## src/rtl/writeback_regfile_pkg.sv

```systemverilog
// Shared constants for the writeback / register-file slice.
// Optional feature macro used by writeback_regfile: WB_BYPASS_EN.
package writeback_regfile_pkg;

    localparam int unsigned DATA_W     = 32;
    localparam int unsigned REG_ADDR_W = 5;
    localparam int unsigned NUM_REGS   = 32;

    localparam logic [REG_ADDR_W-1:0] ZERO_REG = '0;

endpackage

```

## src/rtl/writeback_regfile_wb_mux.sv

```systemverilog
// Writeback source select: load data or ALU result, purely combinational.
module wb_mux #(
    parameter int unsigned DATA_W = 32
) (
    input  logic              MemtoReg_i,
    input  logic [DATA_W-1:0] ALUResult_i,
    input  logic [DATA_W-1:0] MemData_i,
    output logic [DATA_W-1:0] WBData_o
);

    always_comb begin
        WBData_o = MemtoReg_i ? MemData_i : ALUResult_i;
    end

endmodule

```

## src/rtl/writeback_regfile.sv

```systemverilog
// Writeback stage plus architectural register file with commit counter.
// Define WB_BYPASS_EN to forward same-cycle writeback data to the read ports.
module writeback_regfile
    import writeback_regfile_pkg::*;
#(
    parameter int unsigned DATA_W   = writeback_regfile_pkg::DATA_W,
    parameter int unsigned NUM_REGS = writeback_regfile_pkg::NUM_REGS
) (
    input  logic                  clk_i,
    input  logic                  rst_i,
    input  logic                  MemtoReg_i,
    input  logic                  RegWrite_i,
    input  logic [DATA_W-1:0]     ALUResult_i,
    input  logic [DATA_W-1:0]     MemData_i,
    input  logic [REG_ADDR_W-1:0] RegAddr_i,
    input  logic [REG_ADDR_W-1:0] RS1addr_i,
    input  logic [REG_ADDR_W-1:0] RS2addr_i,
    output logic [DATA_W-1:0]     RS1data_o,
    output logic [DATA_W-1:0]     RS2data_o,
    output logic [DATA_W-1:0]     WBData_o,
    output logic [31:0]           WrCount_o
);

    logic [DATA_W-1:0] regs_q [NUM_REGS];
    logic [31:0]       wr_count_q;
    logic [31:0]       wr_count_d;
    logic [DATA_W-1:0] wb_data;
    logic              commit;

    wb_mux #(
        .DATA_W (DATA_W)
    ) u_wb_mux (
        .MemtoReg_i  (MemtoReg_i),
        .ALUResult_i (ALUResult_i),
        .MemData_i   (MemData_i),
        .WBData_o    (wb_data)
    );

    assign WBData_o  = wb_data;
    assign WrCount_o = wr_count_q;

    always_comb begin
        commit     = RegWrite_i && (RegAddr_i != ZERO_REG);
        wr_count_d = commit ? (wr_count_q + 32'd1) : wr_count_q;
    end

    // Reset wins over a coincident write, so neither the data nor the count lands.
    always_ff @(posedge clk_i) begin
        if (rst_i) begin
            for (int unsigned i = 0; i < NUM_REGS; i++) begin
                regs_q[i] <= '0;
            end
            wr_count_q <= '0;
        end else begin
            if (commit) begin
                regs_q[RegAddr_i] <= wb_data;
            end
            wr_count_q <= wr_count_d;
        end
    end

    always_comb begin
        RS1data_o = (RS1addr_i == ZERO_REG) ? '0 : regs_q[RS1addr_i];
        RS2data_o = (RS2addr_i == ZERO_REG) ? '0 : regs_q[RS2addr_i];
`ifdef WB_BYPASS_EN
        if (commit && !rst_i && (RS1addr_i == RegAddr_i)) begin
            RS1data_o = wb_data;
        end
        if (commit && !rst_i && (RS2addr_i == RegAddr_i)) begin
            RS2data_o = wb_data;
        end
`endif
    end

endmodule

```

## config.mk

```make
export PLATFORM = sky130hd
export DESIGN_NAME = writeback_regfile
export DESIGN_NICKNAME = d
export VERILOG_FILES = /design/src/rtl/writeback_regfile_pkg.sv /design/src/rtl/writeback_regfile_wb_mux.sv /design/src/rtl/writeback_regfile.sv
export SDC_FILE = /design/constraint.sdc
export NUM_CORES = 2
export LEC_CHECK = 0
export CAP_MARGIN = 20
export CELL_PAD_IN_SITES_DETAIL_PLACEMENT = 0
export CELL_PAD_IN_SITES_GLOBAL_PLACEMENT = 1
export CORE_MARGIN = 2
export CORE_UTILIZATION = 47
export DETAILED_ROUTE_END_ITERATION = 10
export GPL_TIMING_DRIVEN = 0
export PLACE_DENSITY_LB_ADDON = 0.1
export SETUP_SLACK_MARGIN = 0.02
export SLEW_MARGIN = 20
export SYNTH_ARGS = -nofsm -noshare
export SYNTH_HDL_FRONTEND = slang
export SYNTH_SLANG_ARGS = --single-unit
```

## constraint.sdc

```tcl
create_clock -name clk_i -period 2.7 [get_ports clk_i]
set_clock_uncertainty 0.05 [all_clocks]
set_input_delay 0.405 -clock clk_i [delete_from_list [all_inputs] [get_ports clk_i]]
set_output_delay 0.405 -clock clk_i [all_outputs]
set_load 0.005 [all_outputs]
```

After elaboration in Yosys (flattened, before gate mapping)
Memories as Yosys holds them, arrays and structs flattened.
Index checks and enable logic that the tools add are counted.

cells by class
  $add $sub $neg = 1
  muxes and demuxes = 11
  reductions and logical operators = 5

operator list
  kind                     count
  $mux W32                 4
  $add A32 B1 Y32 const B  1
  $reduce_or A32 Y1        1
  $logic_not A5 Y1         2
  $mux W1                  6
  $mux W5                  1
  $reduce_bool A5 Y1       1
  $logic_and A1 B1 Y1      1

word-level totals
  register bits = 32
  RAM bits = 1024
  bits of input ports = 83
  output and inout bits = 128
  logic and storage cells = 19
  memories = 1

memory list
  name    depth  bits a word  read ports  clocked after memory_dff  write ports  line                     RTL
  regs_q  32     32           2           0                         32           writeback_regfile.sv:24  logic [DATA_W-1:0] regs_q [NUM_REGS];

Logic depth before layout (Yosys ltp)
  depth after elaboration = 7
  gate-level depth with buffers = 9
  depth with buffers taken out = 5

Modules after synthesis
Synthesis repeated with hierarchy kept, for this count alone.

unflattened totals
  cells, all modules = 3721
  area total of the unflattened synthesis = 56615.5 um2

modules (own cells, without submodules)
  module             times used  cells each  area an instance (um2)  sequential area each (um2)
  writeback_regfile  1           3685        56071.3                 31390.1
  wb_mux             1           36          544.3                   0.0

Least setup slack after synthesis
No wires, ideal clock.

  kind = in2out
  from = in RS1addr_i[0]
  to = out RS1data_o[13]
  arrival time = 2122 ps
  required time = 2245 ps
  path slack = 123 ps
  stages = 6
  buffers on the path = 2
  path through = clkbuf_1 clkbuf_1 mux4_2 mux2_2 o21ai_0 a21oi_1

on the way
  word-level cells in the longest chain between the ends = 2
  elaborated cells on any way between the ends = 3
  those cells by class = mux: 1; reduce/logical: 1; memory: 1

RTL lines
  what                                                 line                     RTL
  start, declared                                      writeback_regfile.sv:16  input logic [REG_ADDR_W-1:0] RS1addr_i,
  $mem_v2 Z32 W32 or $logic_not A5 Y1 (tied branches)  n/a
  $mux W32 *                                           writeback_regfile.sv:63  RS1data_o = (RS1addr_i == ZERO_REG) ? '0 : regs_q[RS1addr_i];
  end, declared                                        writeback_regfile.sv:18  output logic [DATA_W-1:0] RS1data_o,

Mark *: on every way between the ends. The rest lies on a longest branch, timed or not.

==> results_dict.tcl <==
set metrics [dict create \
    wire_per_inst_um 41.48 \
    die_w_um 342.8 \
    clockBufferDepth 3 \
    rsz0062_at_grt "true" \
    yosysSeqAreaShare_pct 58.17 \
    p_total_mw 41.97 \
    worstPathCellList "mux4_2 > a22oi_2 > nand2_1 > a21oi_4 > a2111oi_4 > buf_2" \
    die_y_um 342.8 \
    cts_made_buffers 115 \
    portBuffers 199 \
    period_needed_ns 3.192 \
    rrSetupSlack_ns 0.46 \
    worstHoldEndpoint "regs_q[4][1]" \
    drt_pass1_iterations 6 \
    grtUsageMet1_pct 52.31 \
    worst_path_max_delay_cell "mux4_2" \
    drive_gt1_share_pct 35.18 \
    regArea_mm2 0.03139 \
    hold_ws_ns 0.2614 \
    timing.rr.start "WrCount_o[2]" \
    tightestPinTransition_ns 1.216 \
    cts-root-buf "clkbuf_16" \
    maxCapViolations 0 \
    vias 40400 \
    gp_congestion 0.9821 \
    layout_setup_ws_ns -0.4917 \
    use_met2_pct 57.79 \
    fmax_mhz 313.3 \
    fill_cells 8971 \
    yosysUniqueCellTypes 52 \
    grt_max_degree 33 \
    tritoncts "built" \
    period_share_pct 118.2 \
    antenna_found_initial 6 \
    violations "setup timing" \
    grt.overflow.total 0 \
    synth_edf_count 1024 \
    startpoint_type "register" \
    io_pins 211 \
    min_delay_path_depth 3 \
    grt_pass1_wl_mm 318.1 \
    ir_drop_uv 533.6 \
    grt_pass1_vias 38090 \
    drc 0 \
    ant_nets 0 \
    finalSetupViolations 65 \
    synth_area_per_cell_um2 14.34 \
    yosysWarnings 0 \
    synth_area_leader_cell "edfxtp_1" \
    slowest_delay_ns 0.50 \
    routed_wl_mm 241.4 \
    power.density_mw_per_mm2 622.9 \
    rows 124 \
    clock-sinks 1056 \
    multi_input_area_mm2 0.02408 \
    syn_area_mm2 0.05396 \
    worst_setup_path_end_kind "primary output" \
    grt.busiest_layer "met2" \
    finalMaxSlewViolations 0 \
    hp-start "MemtoReg_i" \
    reg2reg_depth 6 \
    via_per_inst 6.943 \
    met3_usage_pct 16.42 \
    reg2reg_to "WrCount_o[27]" \
    clkLatencyLatePin_ns 0.71 \
    synthFlopType "edfxtp_1" \
    critical_path_class "register to primary output" \
    dpl.hpwl_mm 160.4 \
    synth_area_leaders "edfxtp_1, mux4_2, nor2_1" \
    synth_cells 3764 \
    hold_buffers 0 \
    timing.critical_path.buf_inv 1 \
    grt_usage_pct 40.87 \
    leakage_nw 23.31 \
    path_clk_slew_ns 0.06 \
    crit_family "compound AO/OA/AOI/OAI gates" \
    core_area_mm2 0.1140 \
    async_reset_ff_share_pct 0 \
    yosysTopAreaCellShare_pct 56.98 \
    drtIter0Drc 7038 \
    nNetsFinal 4303 \
    htree_num_levels 3 \
    hold_violations 0 \
    area_delta_synth_final_pct 24.84 \
    cp.arrival_ns 2.74 \
    relSlewSlack_pct 18.92 \
    crit_required_ns 2.25 \
    die_area_mm2 0.1175 \
    critPathMaxFanout 2 \
    start_util_pct 47.32 \
    holdCritPathClass "primary input to register" \
    ys_ff_latch 1056 \
    status "finished, violations left" \
]
-- where the power goes --
group / internal (mW) / switching [mW] / total (mW)
Sequential: 18.8 / 0.440 / 19.3
Combinational: 3.03 / 4.54 / 7.56
Clock: 8.32 / 6.80 / 15.1
Total: 30.2 / 11.8 / 42.0
-- metrics by stage --
stage | instances | util, % | setup TNS [ns] | setup slack (ns) | cell area (um2)
4_1_cts | 5792 | 58.44 | -16.20 | -0.4156 | 66650
3_3_place_gp | 5506 | 50.83 | -3399.92 | -3.738 | 57960
2_1_floorplan | 3795 | - | 0 | 0.1230 | 54080
3_5_place_dp | 5522 | 51.34 | -1815.30 | -2.759 | 58540
6_report | 5819 | 59.08 | -20.00 | -0.4917 | 67370
5_1_grt | 5817 | 59.07 | -19.12 | -0.5278 | 67360
-- worst register-to-register path: cells and delay by family, from the launching register on --
family	cells	cell delay [ns]
flip-flops	1	0.50
AO/OA/AOI/OAI	1	0.14
buffers and inverters	1	0.21
AND/OR/NAND/NOR	4	1.29
-- sequential cells by signal, summed over array words and instances, names as in the netlist --
signal and count:
regs_q 1024, WrCount_o 32
-- worst max path at each step --
stage	from	end	slack (ns)	cells past startpoint
finish	regs_q[23][27]	RS2data_o[27]	-0.49	6
detailed placement	RS2addr_i[3]	RS2data_o[30]	-2.76	9
floorplan	RS1addr_i[0]	RS1data_o[13]	0.12	6
global route	regs_q[18][25]	RS2data_o[25]	-0.53	6
CTS	regs_q[20][25]	RS2data_o[25]	-0.42	6
global placement	RS2addr_i[3]	RS2data_o[9]	-3.74	9
-- cells in the mapped netlist (4+ instances only) --
| cell type | number |
|---|---|
| o31ai_1 | 4 |
| nor2_1 | 1032 |
| mux2i_1 | 120 |
| a2111oi_0 | 17 |
| a211oi_1 | 17 |
| xnor2_1 | 11 |
| nor3_1 | 9 |
| buf_2 | 75 |
| clkbuf_1 | 274 |
| nand3_1 | 19 |
| nor4_1 | 4 |
| a21o_1 | 7 |
| a21oi_1 | 84 |
| mux2_2 | 88 |
| mux4_2 | 512 |
| or2_2 | 5 |
| o21ai_0 | 54 |
| or3_1 | 16 |
| buf_1 | 23 |
| a31oi_1 | 31 |
| inv_1 | 42 |
| dfxtp_1 | 32 |
| nand2_1 | 81 |
| a221oi_1 | 23 |
| edfxtp_1 | 1024 |
| nor2b_1 | 28 |
| nand2b_1 | 32 |
| buf_4 | 20 |
| a22oi_1 | 48 |
-- layer usage --
metal | share of wire (%) | vias up
li1 | - | 15330
met1 | 34 | 20560
met4 | 7.7 | 14
met3 | 16 | 841
met2 | 42 | 3661
met5 | 0.13 | -
-- kinds of logic (layout without fill, tap and decap cells) --
logic type                 count (synthesis)  count (layout)  synth area share, %
buffers and inverters                    438             932                3.425
AOI/OAI and AO/OA                        290             290                3.429
and+or+nand+nor                         1246            1261                9.319
xor gates and xnor gates                  12              12               0.1948
other                                      1              35             0.006949
DFF                                     1056            1056                58.17
adders and majority gates                  1               1              0.02318
muxes                                    720             720                25.43
-- what timing repair did --
action,in CTS,in global routing
gates cloned,16,4
pin swaps,101,53
endpoints found under the hold margin,0,0
endpoints found under the setup margin,1391,318
gates resized for setup,1288,103
buffers inserted,57,22
-- layout make-up --
class / instances / share of cell area (%)
Buffer: 391 / 5.039
Clock inverter: 56 / 0.5070
Sequential cell: 1056 / 46.59
Inverter: 42 / 0.2340
Antenna cell: 3 / 0.01114
Clock buffer: 146 / 4.571
Multi-Input combinational cell: 2316 / 35.74
Timing Repair Buffer: 297 / 4.498
Tap cell: 1512 / 2.808
-- placed cells by master (no fill, tap or decap), drive strengths merged, types with 47 or more instances in the layout --
cell / netlist / final
a21oi: 84 / 84
nand2b: 32 / 47
a22oi: 48 / 48
mux2: 88 / 88
mux2i: 120 / 120
clkbuf: 276 / 411
clkinv: 0 / 50
o21ai: 55 / 55
nor2: 1032 / 1032
buf: 120 / 284
clkdlybuf4s50: 0 / 132
mux4: 512 / 512
edfxtp: 1024 / 1024
nand2: 81 / 81
Power figures use the tool's default switching activity.
